**config.mk**
```make
export PLATFORM = sky130hd
export DESIGN_NAME = memory_write_split
export DESIGN_NICKNAME = d
export VERILOG_FILES = /design/src/rtl/memory_write_split_pkg.sv /design/src/rtl/memory_write_split_calc.sv /design/src/rtl/memory_write_split.sv
export SDC_FILE = /design/constraint.sdc
export NUM_CORES = 1
export LEC_CHECK = 0
export ABC_CLOCK_PERIOD_IN_PS = 18600
export CORE_MARGIN = 3
export CORE_UTILIZATION = 51
export CTS_CLUSTER_SIZE = 40
export DETAILED_ROUTE_END_ITERATION = 16
export GPL_ROUTABILITY_DRIVEN = 1
export PLACE_DENSITY_LB_ADDON = 0.12
export SLEW_MARGIN = 20
export SYNTH_ARGS = -nofsm -noshare
export SYNTH_HDL_FRONTEND = slang
export SYNTH_SLANG_ARGS = --single-unit
export TNS_END_PERCENT = 5
```
**constraint.sdc**
```tcl
create_clock -name clk -period 18.6 [get_ports clk]
set_input_delay 4.65 -clock clk [delete_from_list [all_inputs] [get_ports clk]]
set_output_delay 4.65 -clock clk [all_outputs]
set_load 0.005 [all_outputs]
```
**src/rtl/memory_write_split_pkg.sv**
```systemverilog
// Shared types for the write splitter: FSM state encoding.
package memory_write_split_pkg;

    typedef enum logic [1:0] {
        StIdle,
        StProbe,
        StFirst,
        StSecond
    } state_t;

endpackage

```
**src/rtl/memory_write_split_calc.sv**
```systemverilog
// Combinational line-crossing split: sizes, address and shifted data of the second piece.
module memory_write_split_calc #(
    parameter int unsigned DATA_BYTES = 4,
    parameter int unsigned LINE_LOG2  = 4,
    localparam int unsigned LW = $clog2(DATA_BYTES + 1)
) (
    input  logic [31:0]             address,
    input  logic [LW-1:0]           length,
    input  logic [8*DATA_BYTES-1:0] data,
    output logic [LW-1:0]           len1,
    output logic [LW-1:0]           len2,
    output logic [31:0]             addr2,
    output logic [8*DATA_BYTES-1:0] data2
);

    localparam int unsigned CW = LINE_LOG2 + 1;
    localparam int unsigned TW = 32 - LINE_LOG2;

    logic [CW-1:0] left;
    logic [TW-1:0] line_next;

    // Bytes remaining up to the end of the current line, 1..2**LINE_LOG2.
    assign left      = {1'b1, {LINE_LOG2{1'b0}}} - {1'b0, address[LINE_LOG2-1:0]};
    assign line_next = address[31:LINE_LOG2] + TW'(1);

    always_comb begin
        len1 = length;
        if (left < CW'(length)) begin
            len1 = LW'(left);
        end
    end

    assign len2  = length - len1;
    assign addr2 = {line_next, {LINE_LOG2{1'b0}}};
    assign data2 = data >> {len1, 3'b000};

endmodule

```
**src/rtl/memory_write_split.sv**
```systemverilog
// Splits a line-crossing write into up to two TLB writes, optionally probing the second
// page first so a fault there aborts the write before any byte is stored.
module memory_write_split
    import memory_write_split_pkg::*;
#(
    parameter int unsigned DATA_BYTES   = 4,
    parameter int unsigned LINE_LOG2    = 4,
    parameter int unsigned PROBE_SECOND = 1,
    localparam int unsigned LW = $clog2(DATA_BYTES + 1)
) (
    input  logic                    clk,
    input  logic                    rst_n,
    input  logic                    wr_reset,
    input  logic                    write_do,
    output logic                    write_done,
    output logic                    write_page_fault,
    output logic                    write_ac_fault,
    input  logic [1:0]              write_cpl,
    input  logic [31:0]             write_address,
    input  logic [LW-1:0]           write_length,
    input  logic                    write_lock,
    input  logic                    write_rmw,
    input  logic [8*DATA_BYTES-1:0] write_data,
    output logic                    tlbwrite_do,
    output logic                    tlbwrite_probe,
    input  logic                    tlbwrite_done,
    input  logic                    tlbwrite_page_fault,
    input  logic                    tlbwrite_ac_fault,
    output logic [1:0]              tlbwrite_cpl,
    output logic                    tlbwrite_lock,
    output logic                    tlbwrite_rmw,
    output logic [LW-1:0]           tlbwrite_length_full,
    output logic [31:0]             tlbwrite_address,
    output logic [LW-1:0]           tlbwrite_length,
    output logic [8*DATA_BYTES-1:0] tlbwrite_data
);

    state_t                  state;
    logic                    reset_waiting;
    logic                    page_fault_q;
    logic                    ac_fault_q;
    logic [LW-1:0]           len2_q;
    logic [31:0]             addr2_q;
    logic [8*DATA_BYTES-1:0] data2_q;

    logic [LW-1:0]           len1;
    logic [LW-1:0]           len2;
    logic [31:0]             addr2;
    logic [8*DATA_BYTES-1:0] data2;
    logic                    tlb_fault;
    logic                    accept;
    logic                    probe_first;

    memory_write_split_calc #(
        .DATA_BYTES(DATA_BYTES),
        .LINE_LOG2 (LINE_LOG2)
    ) u_calc (
        .address(write_address),
        .length (write_length),
        .data   (write_data),
        .len1   (len1),
        .len2   (len2),
        .addr2  (addr2),
        .data2  (data2)
    );

    assign write_page_fault = page_fault_q | tlbwrite_page_fault;
    assign write_ac_fault   = ac_fault_q | tlbwrite_ac_fault;

    assign tlb_fault   = tlbwrite_page_fault | tlbwrite_ac_fault;
    assign accept      = write_do & ~wr_reset & ~write_page_fault & ~write_ac_fault;
    assign probe_first = (PROBE_SECOND != 0) && (len2 != '0);

    assign tlbwrite_cpl         = write_cpl;
    assign tlbwrite_lock        = write_lock;
    assign tlbwrite_rmw         = write_rmw;
    assign tlbwrite_length_full = write_length;

    always_comb begin
        tlbwrite_do      = 1'b0;
        tlbwrite_probe   = 1'b0;
        tlbwrite_address = write_address;
        tlbwrite_length  = len1;
        tlbwrite_data    = write_data;
        write_done       = 1'b0;
        unique case (state)
            StIdle: begin
                if (accept) begin
                    tlbwrite_do = 1'b1;
                    // Probe fields go out already in the acceptance cycle.
                    if (probe_first) begin
                        tlbwrite_probe   = 1'b1;
                        tlbwrite_address = addr2;
                        tlbwrite_length  = len2;
                        tlbwrite_data    = '0;
                    end
                end
            end
            StProbe: begin
                tlbwrite_do      = 1'b1;
                tlbwrite_probe   = 1'b1;
                tlbwrite_address = addr2_q;
                tlbwrite_length  = len2_q;
                tlbwrite_data    = '0;
            end
            StFirst: begin
                tlbwrite_do = 1'b1;
                write_done  = tlbwrite_done & ~tlb_fault & (len2_q == '0) & ~reset_waiting;
            end
            StSecond: begin
                tlbwrite_do      = 1'b1;
                tlbwrite_address = addr2_q;
                tlbwrite_length  = len2_q;
                tlbwrite_data    = data2_q;
                write_done       = tlbwrite_done & ~tlb_fault & ~reset_waiting;
            end
        endcase
    end

    always_ff @(posedge clk or negedge rst_n) begin
        if (!rst_n) begin
            state         <= StIdle;
            reset_waiting <= 1'b0;
            page_fault_q  <= 1'b0;
            ac_fault_q    <= 1'b0;
            len2_q        <= '0;
            addr2_q       <= '0;
            data2_q       <= '0;
        end else begin
            if (state == StIdle) begin
                reset_waiting <= 1'b0;
                len2_q        <= len2;
                addr2_q       <= addr2;
                data2_q       <= data2;
            end else if (wr_reset) begin
                reset_waiting <= 1'b1;
            end

            if (wr_reset) begin
                page_fault_q <= 1'b0;
                ac_fault_q   <= 1'b0;
            end else if (!reset_waiting) begin
                if (tlbwrite_page_fault) page_fault_q <= 1'b1;
                if (tlbwrite_ac_fault)   ac_fault_q   <= 1'b1;
            end

            unique case (state)
                StIdle: begin
                    if (accept) state <= probe_first ? StProbe : StFirst;
                end
                StProbe: begin
                    if (tlb_fault)          state <= StIdle;
                    else if (tlbwrite_done) state <= StFirst;
                end
                StFirst: begin
                    if (tlb_fault)          state <= StIdle;
                    else if (tlbwrite_done) state <= (len2_q != '0) ? StSecond : StIdle;
                end
                StSecond: begin
                    if (tlb_fault || tlbwrite_done) state <= StIdle;
                end
            endcase
        end
    end

endmodule

```
==> results.md <==
- 6 — iteration count of the initial detailed-routing pass
- 15.56 ns — final worst path period need
- 0.01435 ns — Setup Skew
- 68 — Clock Sink Count
- 10,350 um — Post-DP HPWL
- 777 — final net count
- 1703 um2 — Sequential cell area
- 32.0% — sequential cell fraction of total power
- dfrtp_1 — cell type with the largest total area after synthesis
- 27.30% — GR Util All Layers
- 50 — number of unique standard cell types used by synthesis
- 28.25% — worst-case headroom to the max-slew limit
- 0 ns — setup_tns
- 37.31% — Switching Fraction
- 93 — maximum number of pins on one net before global-route repair
- state[1] — reg-to-reg critical path endpoint
- 672 — Fill cells
- addr2_q[4] — Worst Hold Endpoint
- addr2_q[4] — hold path startpoint
- 0 — Pins Over Slew Limit
- 35.06% — sequential fraction of the synthesis area
- 0 — # setup viols final
- 8.470 um2 — Avg Cell Area, Syn
- output pin — kind of end point of the critical path
- 8976 um2 — core outline area
- 0.9179 — global placement routability congestion
- nand2_1 — most common cell in the netlist
- 13.95 ns — required time at the endpoint of the critical path
- 807 — number of instances in the placed design
- in2out — critical path class
- state[0] — origin of the critical flop-to-flop path
- 103.6 um — horizontal extent of the die
- 68 — #FFs+latches synth
- 306.8 uW — switching pwr
- 157 — number of placed I/O pins
- 47.5% — Combinational Power Share
- 515.4 uW — Internal Power
- 4.728% — fraction of layout instances using a drive strength above 1
- 0 — post-cts repair resize count
- 0 — Remaining Overflow, GRT
- 35.78% — synth-to-layout area growth
- 0.35 ns — worst-skew pair later-pin latency
- 0.91 ns — Max stage delay on crit path
- clkbuf_8 — cell at the root of the clock tree
- 2 — Longest Clk Path Bufs
- 9 — clock buffers created by TritonCTS
- 2 — cell depth of the worst min-delay path
- 0 — final hold violations
- 2854 um2 — area occupied by multi-input gates
- a311oi_2 — cell type of the slowest stage on the worst timing path
- 3 — CTS H-tree lvls
- 54.07% — starting density of the core
- 10.91 ns — Worst EP arrival
- 14,740 um — total wire length
- 15.77 ns — Register-to-Register Setup Slack
- 299 — First DRT Iteration DRCs
- 83.65% — final critical-path share of the clock period
- 100.0% — share of flip-flops with an asynchronous set or reset
- 35.06% — post-synth top area share
- 3.224 ns — setup slack at placement
- reg2reg — kind of path behind the tightest hold check
- dfrtp_1 35%, nand2_1 8.5%, a22o_1 7.2% — most area-consuming cells after synthesis
- 0 — number of flops mapped to enable cells by yosys
- 657 — synthesized net count
- 5.954 — detail-routed via count per cell
- 20.5% — power share of the clock group
- complete, no violations — status
- 124.8 nW/um2 — power density of the placed cells
- 824 — final std cells w/o fill
- 0 — total DRC errors in the routed layout
- 4,906 — vias after detailed routing
- built — CTS tree
- 0 — Ant. Diodes
- 4853 um2 — Netlist Area Pre-Place
- 103.6 um — Die H
- 0 — total number of yosys warnings
- 0 — postcts setup bufs
- 3.040 ns — Worst Slack Setup Final
- ha_1 — library cell appearing most often on the critical path
- 0 — post-route antenna net violation count
- primary input — crit start category
- 4,776 — vias in the first global route
- 34 — cell row count
- 6 — Worst R2R Path Depth
- 148 — Port Buffer Count
- no — setup repair after global routing missed its margin
- 0.002730 uW — leakage component of the power
- 0.06427 GHz — max frequency
- 0.00007422 V — worst voltage drop across the vdd grid
- dfrtp_1 — predominant post-synthesis flop cell
- 0 — max-cap violations
- 0 — hold_buf cts
- clkdlybuf4s50_1 -> inv_1 -> ha_1 -> xnor2_1 -> ha_1 -> nand2_1 -> o21ai_1 -> nand2_1 -> nand3_1 -> ha_1 -> inv_1 -> ha_1 -> nor2b_1 -> a311oi_2 -> nand3_1 -> o311ai_0 -> clkdlybuf4s50_1 — Cell Chain, Critical Path
- 573 — instance count of the mapped netlist
- 17.89 um — average wire per standard cell
- 0.08 ns — Clock Pin Slew Worst Setup and Hold Paths
- 16 — maximum fanout encountered on the critical timing path
- 0 — number of antenna violations at the first check in global routing
- 1.076 ns — slew at the pin closest to its max-slew limit
- 110 x nand2_1, 68 x dfrtp_1, 57 x o21ai_0 — leading cell types by count after synthesis
- 10,720 um2 — area of the die
- 24,410 um — first-pass GRT wire length
cells in the final DEF, fill, tap and decap left out, types with 15 or more instances in the layout:
cell type	count
nand2_1	110
o21ai_0	57
nor2_1	17
mux2i_1	26
dfrtp_1	67
clkdlybuf4s50_1	147
nand4_1	18
a22o_1	40
inv_1	21
xnor2_1	23
nand3_1	15
xor2_1	18
o221ai_1	20
critical path: cells and delay by family:
| kind | cells | cell delay (ns) |
|---|---|---|
| buffers and inverters | 4 | 1.27 |
| AOI/OAI and AO/OA | 3 | 2.03 |
| and+or+nand+nor | 5 | 1.60 |
| xor gates and xnor gates | 1 | 0.18 |
| adders and majority gates | 4 | 1.15 |
final cells by class:
class / count / area share (%)
clock buffer: 9 / 1.880
clock inverter: 7 / 2.221
inverter: 21 / 1.196
multi-input combinational: 441 / 43.31
sequential: 68 / 25.84
tap: 126 / 2.392
timing repair buffer: 152 / 23.16
registers in the layout (all words and copies together) (netlist names):
| register | count |
|---|---|
| data2_q | 32 |
| reset_waiting | 1 |
| addr2_q | 28 |
| page_fault_q | 1 |
| ac_fault_q | 1 |
| state | 2 |
| len2_q | 3 |
through the flow:
step	area, um2	utilization [%]	hold slack (ns)	total power (uW)
floorplan	4853	-	0.4461	462.0
global placement	6285	70.02	0.4618	640.4
detailed placement	6312	70.32	0.4674	654.6
CTS	6583	73.33	0.4889	823.6
global route	6590	73.42	0.5145	879.9
finish	6590	73.42	0.4842	822.2
logic make-up (layout without fill, tap and decap cells):
family / after synthesis / after routing / synth area share (%)
flip-flops: 68 / 68 / 35.06
AND/OR/NAND/NOR: 213 / 213 / 20.88
AO/OA/AOI/OAI: 151 / 151 / 22.02
XOR/XNOR: 42 / 42 / 7.888
multiplexers: 29 / 29 / 6.342
adder cells (fa/ha/maj): 6 / 6 / 1.547
buffers and inverters: 64 / 189 / 6.264
power groups by stage:
stage | clock network, uW | logic (uW) | registers [uW]
final | 168 | 391 | 263
after global routing | 176 | 431 | 273
after CTS | 169 | 392 | 262
after detailed placement | 0 | 390 | 265
after global placement | 0 | 380 | 261
after floorplan | 0 | 227 | 235
worst max-delay path by stage:
stage                          to  slack [ns]              from  cells past startpoint
6_report       tlbwrite_length[0]        3.04  write_address[0]                     17
5_1_grt        tlbwrite_length[0]        2.55  write_address[0]                     17
4_1_cts        tlbwrite_length[0]        3.16  write_address[0]                     17
3_5_place_dp   tlbwrite_length[0]        3.22  write_address[0]                     17
3_3_place_gp   tlbwrite_length[0]        3.45  write_address[0]                     17
2_1_floorplan    tlbwrite_data[0]        5.34  write_address[0]                     20
routing by layer:
| layer | part of all wire, % | track usage, % | vias up |
|---|---|---|---|
| met5 | 0 | 0 | - |
| met4 | 0.52 | 5.318 | 0 |
| met3 | 6.8 | 5.037 | 11 |
| met2 | 49 | 43.74 | 208 |
| met1 | 44 | 39.07 | 2372 |
| li1 | - | - | 2315 |
Power figures use the tool's default switching activity.
